`config.mk`:
```
export PLATFORM = sky130hd
export DESIGN_NAME = reg_bus_arbiter
export DESIGN_NICKNAME = d
export VERILOG_FILES = /design/src/rtl/reg_bus_arbiter.sv
export SDC_FILE = /design/constraint.sdc
export NUM_CORES = 1
export LEC_CHECK = 0
export BUFFER_PORTS_ARGS = -buffer_cell sky130_fd_sc_hd__buf_2
export CAP_MARGIN = 20
export CORE_MARGIN = 5
export CORE_UTILIZATION = 45
export CTS_BUF_LIST = sky130_fd_sc_hd__clkbuf_4
export DETAILED_ROUTE_END_ITERATION = 16
export GPL_TIMING_DRIVEN = 0
export PLACE_DENSITY = 0.78
export SYNTH_ARGS = -nofsm -noshare
export SYNTH_HDL_FRONTEND = slang
export SYNTH_SLANG_ARGS = --single-unit
```
`constraint.sdc`:
```
create_clock -name clk_in -period 1.65 [get_ports clk_in]
set_clock_uncertainty 0.1 [all_clocks]
set_input_delay 0.33 -clock clk_in [delete_from_list [all_inputs] [get_ports clk_in]]
set_output_delay 0.33 -clock clk_in [all_outputs]
set_load 0.02 [all_outputs]
```
`src/rtl/reg_bus_arbiter.sv`:
```
// Two-requester round-robin arbiter onto a shared io-register bus with registered outputs.
// Optional address range checking is enabled by defining REG_ARB_ADDR_CHECK_EN.
module reg_bus_arbiter #(
  parameter int unsigned DATA_WIDTH = 32,
  parameter int unsigned ADDR_WIDTH = 3,
  parameter int unsigned NUM_REGS   = 8
) (
  input  logic                  clk_in,
  input  logic                  rst_n_in,
  input  logic                  req0_in,
  input  logic                  req1_in,
  input  logic                  wr0_in,
  input  logic                  wr1_in,
  input  logic [ADDR_WIDTH-1:0] addr0_in,
  input  logic [ADDR_WIDTH-1:0] addr1_in,
  input  logic [DATA_WIDTH-1:0] wdata0_in,
  input  logic [DATA_WIDTH-1:0] wdata1_in,
  output logic                  ack0_out,
  output logic                  ack1_out,
  output logic [DATA_WIDTH-1:0] rdata_out,
  output logic                  err0_out,
  output logic                  err1_out,
  output logic [NUM_REGS-1:0]   reg_en_out,
  output logic                  reg_write_out,
  output logic [DATA_WIDTH-1:0] reg_wdata_out,
  input  logic [DATA_WIDTH-1:0] reg_rdata_in
);

  typedef enum logic [1:0] {IDLE, ACCESS, RDHOLD, ACK} state_t;

  state_t                state_q, state_d;
  logic                  lat_wr_q, lat_wr_d;
  logic [ADDR_WIDTH-1:0] lat_addr_q, lat_addr_d;
  logic [DATA_WIDTH-1:0] lat_wdata_q, lat_wdata_d;
  logic                  lat_id_q, lat_id_d;
  logic                  prio_q, prio_d;

  logic                  ack0_d, ack1_d, err0_d, err1_d, write_d;
  logic [DATA_WIDTH-1:0] rdata_d, owdata_d;
  logic [NUM_REGS-1:0]   en_d;

  logic                  gnt1, sel_wr;
  logic [ADDR_WIDTH-1:0] sel_addr;
  logic [DATA_WIDTH-1:0] sel_wdata;
  logic                  do_ack, ack_id, ack_err;

  function automatic logic [NUM_REGS-1:0] decode(input logic [ADDR_WIDTH-1:0] a);
    logic [NUM_REGS-1:0] oh;
    oh = '0;
    for (int unsigned i = 0; i < NUM_REGS; i++)
      if (32'(a) == i) oh[i] = 1'b1;
    return oh;
  endfunction

  function automatic logic in_range(input logic [ADDR_WIDTH-1:0] a);
    return 32'(a) < NUM_REGS;
  endfunction

  always_comb begin
    state_d     = state_q;
    lat_wr_d    = lat_wr_q;
    lat_addr_d  = lat_addr_q;
    lat_wdata_d = lat_wdata_q;
    lat_id_d    = lat_id_q;
    prio_d      = prio_q;
    ack0_d      = 1'b0;
    ack1_d      = 1'b0;
    err0_d      = 1'b0;
    err1_d      = 1'b0;
    rdata_d     = '0;
    en_d        = '0;
    write_d     = 1'b0;
    owdata_d    = '0;
    do_ack      = 1'b0;
    ack_id      = lat_id_q;
    ack_err     = 1'b0;

    // prio_q set means requester 1 is favoured on a tie
    gnt1      = req1_in & (~req0_in | prio_q);
    sel_wr    = gnt1 ? wr1_in    : wr0_in;
    sel_addr  = gnt1 ? addr1_in  : addr0_in;
    sel_wdata = gnt1 ? wdata1_in : wdata0_in;

    unique case (state_q)
      IDLE: begin
        if (req0_in || req1_in) begin
          lat_wr_d    = sel_wr;
          lat_addr_d  = sel_addr;
          lat_wdata_d = sel_wdata;
          lat_id_d    = gnt1;
`ifdef REG_ARB_ADDR_CHECK_EN
          if (!in_range(sel_addr)) begin
            state_d = ACK;
            do_ack  = 1'b1;
            ack_id  = gnt1;
            ack_err = 1'b1;
          end else
`endif
          begin
            state_d  = ACCESS;
            en_d     = decode(sel_addr);
            write_d  = sel_wr;
            owdata_d = sel_wdata;
          end
        end
      end
      ACCESS: begin
        if (lat_wr_q) begin
          state_d = ACK;
          do_ack  = 1'b1;
        end else begin
          state_d  = RDHOLD;
          en_d     = decode(lat_addr_q);
          owdata_d = lat_wdata_q;
        end
      end
      RDHOLD: begin
        state_d = ACK;
        do_ack  = 1'b1;
        // out-of-range reads see a floating bus, so substitute zero
        rdata_d = in_range(lat_addr_q) ? reg_rdata_in : '0;
      end
      ACK:     state_d = IDLE;
      default: state_d = IDLE;
    endcase

    if (do_ack) begin
      ack0_d = ~ack_id;
      ack1_d = ack_id;
      err0_d = ack_err & ~ack_id;
      err1_d = ack_err & ack_id;
      prio_d = ~ack_id;
    end
  end

  always_ff @(posedge clk_in or negedge rst_n_in) begin
    if (!rst_n_in) begin
      state_q       <= IDLE;
      lat_wr_q      <= 1'b0;
      lat_addr_q    <= '0;
      lat_wdata_q   <= '0;
      lat_id_q      <= 1'b0;
      prio_q        <= 1'b0;
      ack0_out      <= 1'b0;
      ack1_out      <= 1'b0;
      err0_out      <= 1'b0;
      err1_out      <= 1'b0;
      rdata_out     <= '0;
      reg_en_out    <= '0;
      reg_write_out <= 1'b0;
      reg_wdata_out <= '0;
    end else begin
      state_q       <= state_d;
      lat_wr_q      <= lat_wr_d;
      lat_addr_q    <= lat_addr_d;
      lat_wdata_q   <= lat_wdata_d;
      lat_id_q      <= lat_id_d;
      prio_q        <= prio_d;
      ack0_out      <= ack0_d;
      ack1_out      <= ack1_d;
      err0_out      <= err0_d;
      err1_out      <= err1_d;
      rdata_out     <= rdata_d;
      reg_en_out    <= en_d;
      reg_write_out <= write_d;
      reg_wdata_out <= owdata_d;
    end
  end

endmodule

```
==> run_results.csv <==
group,metric,value,unit
setup_path,critPathMostFrequentCell,"buf_12",
floorplan,die_y,110,µm
power_and_ir_drop,vdd_ir_drop_max,626,µV
detailed_routing,wirelength,13800,µm
logic_synthesis,syn_area,0.00453,mm²
setup_path,rrSetupSlack,20,ps
floorplan,die_w,110,µm
final_layout,regArea,0.00288,mm²
floorplan,core_area,0.00977,mm²
final_layout,fillers,700,
floorplan,ios,185,
sta,setup_viol,0,
global_routing,grt_max_degree,73,
detailed_routing,first_iter_violations,162,
global_routing,grt_usage,23.0,%
logic_synthesis,syn_avg_cell_area,11.2,µm²
final_layout,fin_util,68.7,%
power_and_ir_drop,power.leakage,3.47,nW
detailed_routing,wire_per_inst,17.2,µm
placed_design,numPortBuffers,181,
final_layout,multi_input_area,0.00170,mm²
logic_synthesis,synthCells,403,
setup_path,worst-setup-path-type,"reg -> reg",
setup_path,max_stage_delay,390,ps
sta,clock.fmax,614,MHz
setup_path,end_kind,"flop",
power_and_ir_drop,finalPower,10.8,mW
final_layout,drive_gt1_share,40.8,%
detailed_routing,viasPerCell,4.93,
logic_synthesis,synth.area.mux_share,7.73,%
detailed_routing,first_pass_iters,5,
floorplan,row_count,36,
setup_path,cp.arrival,1910,ps
sta,worstMarginPinSlew,596,ps
clock_tree,cts_root_buf,"clkbuf_4",
clock_tree,cts_tree,"yes",
sta,period_share,98.7,%
logic_synthesis,synth-compound-area-share,10.9,%
setup_path,start_kind,"flop",
setup_path,timing.critical_path.buf_inv,3,
logic_synthesis,synth_top_family_by_area,"simple AND/OR/NAND/NOR gates",
logic_synthesis,synth_xor_area_share,0,%
sta,hold_viol_final,0,
job,cap_violations,0,
floorplan,dieArea,0.0122,mm²
logic_synthesis,synth_cell_types,32,
detailed_routing,remaining_drc_errors,0,
setup_path,crit_path_top_delay_cell,"dfrtp_1",
logic_synthesis,ys_warn_count,0,
setup_path,critPathMaxFanout,5,
hold_path,min_path_type,"in -> reg",
logic_synthesis,synthSimpleGateAreaFrac,13.2,%
placed_design,place.detailed.hpwl,8730,µm
sta,period_minus_slack,1630,ps
clock_tree,htreeDepth,4,
clock_tree,numCtsBuffers,17,
setup_path,crit_chain,"nand2b_4 -> and2_4 -> buf_6 -> buf_12 -> buf_12 -> mux2i_2 -> o21ai_1",
global_routing,grt_pass1_vias,4188,
clock_tree,clk_pin_slew,100,ps
logic_synthesis,synthAdderAreaFrac,0.829,%
clock_tree,cts.sinks,115,
setup_path,required,1930,ps
status,run_status,"finished clean",
power_and_ir_drop,p_per_area,1600,mW/mm²
clock_tree,clk_latency,500,ps
global_routing,grt-ovfl-total,0,
setup_path,path_delay_family,"buffers and inverters",
sta,relSlewSlack,60.2,%
global_routing,antenna_found_initial,0,
global_routing,grt_pass1_wl,20900,µm
floorplan,start_util,46.3,%
logic_synthesis,ys_ff_latch,115,
final_layout,area_growth,48.3,%
detailed_routing,dr_total_vias,3965,
sta,slew_violations,0,
logic_synthesis,ys_seq_area_share,63.5,%
clock_tree,cts_buffer_depth,2,
detailed_routing,ant_nets,0,
placed_design,gp_congestion,0.830,
final_layout,nets,769,
registers in the layout, indices dropped and copies added, names as in the netlist:
name	cells
lat_wdata_q	32
rdata_out	32
reg_wdata_out	32
reg_en_out	8
lat_addr_q	3
state_q	2
ack0_out	1
ack1_out	1
ack_id	1
lat_wr_q	1
prio_q	1
reg_write_out	1
cells in the final DEF (no fill, tap or decap), types with 3 or more instances in the layout:
| master | n |
|---|---|
| clkinv_2 | 4 |
| nor2_1 | 4 |
| nand2b_1 | 3 |
| buf_6 | 4 |
| clkbuf_1 | 3 |
| dlygate4sd3_1 | 44 |
| a21oi_1 | 5 |
| and2_1 | 32 |
| dfrtp_1 | 114 |
| inv_1 | 4 |
| nand3b_1 | 3 |
| mux2i_1 | 22 |
| buf_2 | 183 |
| a31oi_4 | 5 |
| o22ai_1 | 7 |
| o21ai_1 | 22 |
| o21ai_0 | 46 |
| clkbuf_4 | 17 |
| clkinvlp_4 | 5 |
| mux2i_4 | 5 |
| mux2i_2 | 8 |
| buf_4 | 17 |
| clkbuf_2 | 5 |
| nand2_1 | 72 |
power by group:
group	switching (mW)	internal (mW)	total, mW
sequential	0.464	3.88	4.34
combinational	2.74	1.76	4.50
clock	1.06	0.878	1.94
total	4.26	6.52	10.8
worst reg2reg max path, stage by stage (launching register included):
cell and delay [ps]:
dfrtp_1 390, nand2b_4 150, and2_4 160, buf_6 120, buf_12 140, buf_12 150, mux2i_2 220, o21ai_1 100
synthesized netlist by cell type:
master    count  area [µm²]
nor2_1        4        15.0
a31oi_1       5        31.3
inv_1         6        22.5
or3_1         1        6.26
clkbuf_1     13        48.8
a21boi_0      2        15.0
or2_2         1        6.26
nor3_1        1        5.00
o21ai_0      69         345
o22ai_1       8        50.1
a211oi_1      1        7.51
nor2b_1       1        6.26
and2_1       32         200
nand2_1      72         270
buf_2         6        30.0
o21ai_1       1        5.00
buf_4         4        30.0
ha_1          3        37.5
a21o_1        1        7.51
a21oi_1       5        25.0
conb_1        1        3.75
mux2i_1      35         350
buf_6         3        33.8
nand2b_4      1        13.8
and2_4        1        8.76
o31a_1        1        8.76
nand2b_1      3        18.8
nand3b_1      3        22.5
dfrtp_1     115        2880
or3b_2        1        8.76
nand3_1       1        5.00
and3_1        2        12.5
per-stage QoR:
stage | hold WS [ps] | TNS (ps) | instances | setup slack, ps | area (µm²)
finish | 25.2 | 0 | 805 | 21.7 | 6720
detailed placement | 271 | -25480 | 719 | -543 | 5640
floorplan | -65.6 | 0 | 404 | 46.3 | 4530
global route | -10.5 | -15.4 | 804 | -6.52 | 6720
CTS | 0.351 | -83.8 | 800 | -14.4 | 6590
global placement | 344 | -150010 | 718 | -1120 | 5610
per-layer routing:
metal | up-vias | wire (µm) | track usage, %
met5 | - | 0 | 0
met4 | 0 | 296 | 10.1
met3 | 27 | 1280 | 7.34
met2 | 186 | 7070 | 39.7
met1 | 1887 | 5180 | 26.2
li1 | 1865 | - | -
timing repair:
action,CTS,global route
pin swaps,5,1
gates cloned,1,0
buffers inserted,4,4
resized for setup,50,47
hold buffers,44,0
endpoints found under the setup margin,78,72
endpoints found under the hold margin,82,0
logic make-up after synthesis:
logic type	Yosys count
adders and majority gates	3
DFF	115
other	1
buffers and inverters	32
and+or+nand+nor	124
muxes	35
AOI/OAI and AO/OA	93
cell type report:
cell class	count	share of cell area, %
Sequential cell	115	42.8
Multi-Input combinational cell	257	25.4
Timing Repair Buffer	235	21.9
Buffer	26	3.02
Tap cell	133	2.48
Clock inverter	15	2.12
Clock buffer	17	1.90
Inverter	6	0.335
Antenna cell	1	0.0372
path summary, 6_finish.rpt:
check                                   start                          end  cells after the start
max                        prio_q$_DFFE_PN0N_   lat_wdata_q[6]$_DFFE_PN0P_                      7
min                             wdata1_in[11]  lat_wdata_q[11]$_DFFE_PN0P_                      3
max reg2reg                prio_q$_DFFE_PN0N_   lat_wdata_q[6]$_DFFE_PN0P_                      7
min reg2reg                ack_id$_DFFE_PN0P_           ack0_out$_DFF_PN0_                      1
max in group asynchronous            rst_n_in   lat_wdata_q[2]$_DFFE_PN0P_                      3
min in group asynchronous            rst_n_in      rdata_out[23]$_DFF_PN0_                      2
No activity file was read; power rests on OpenSTA's default activity.
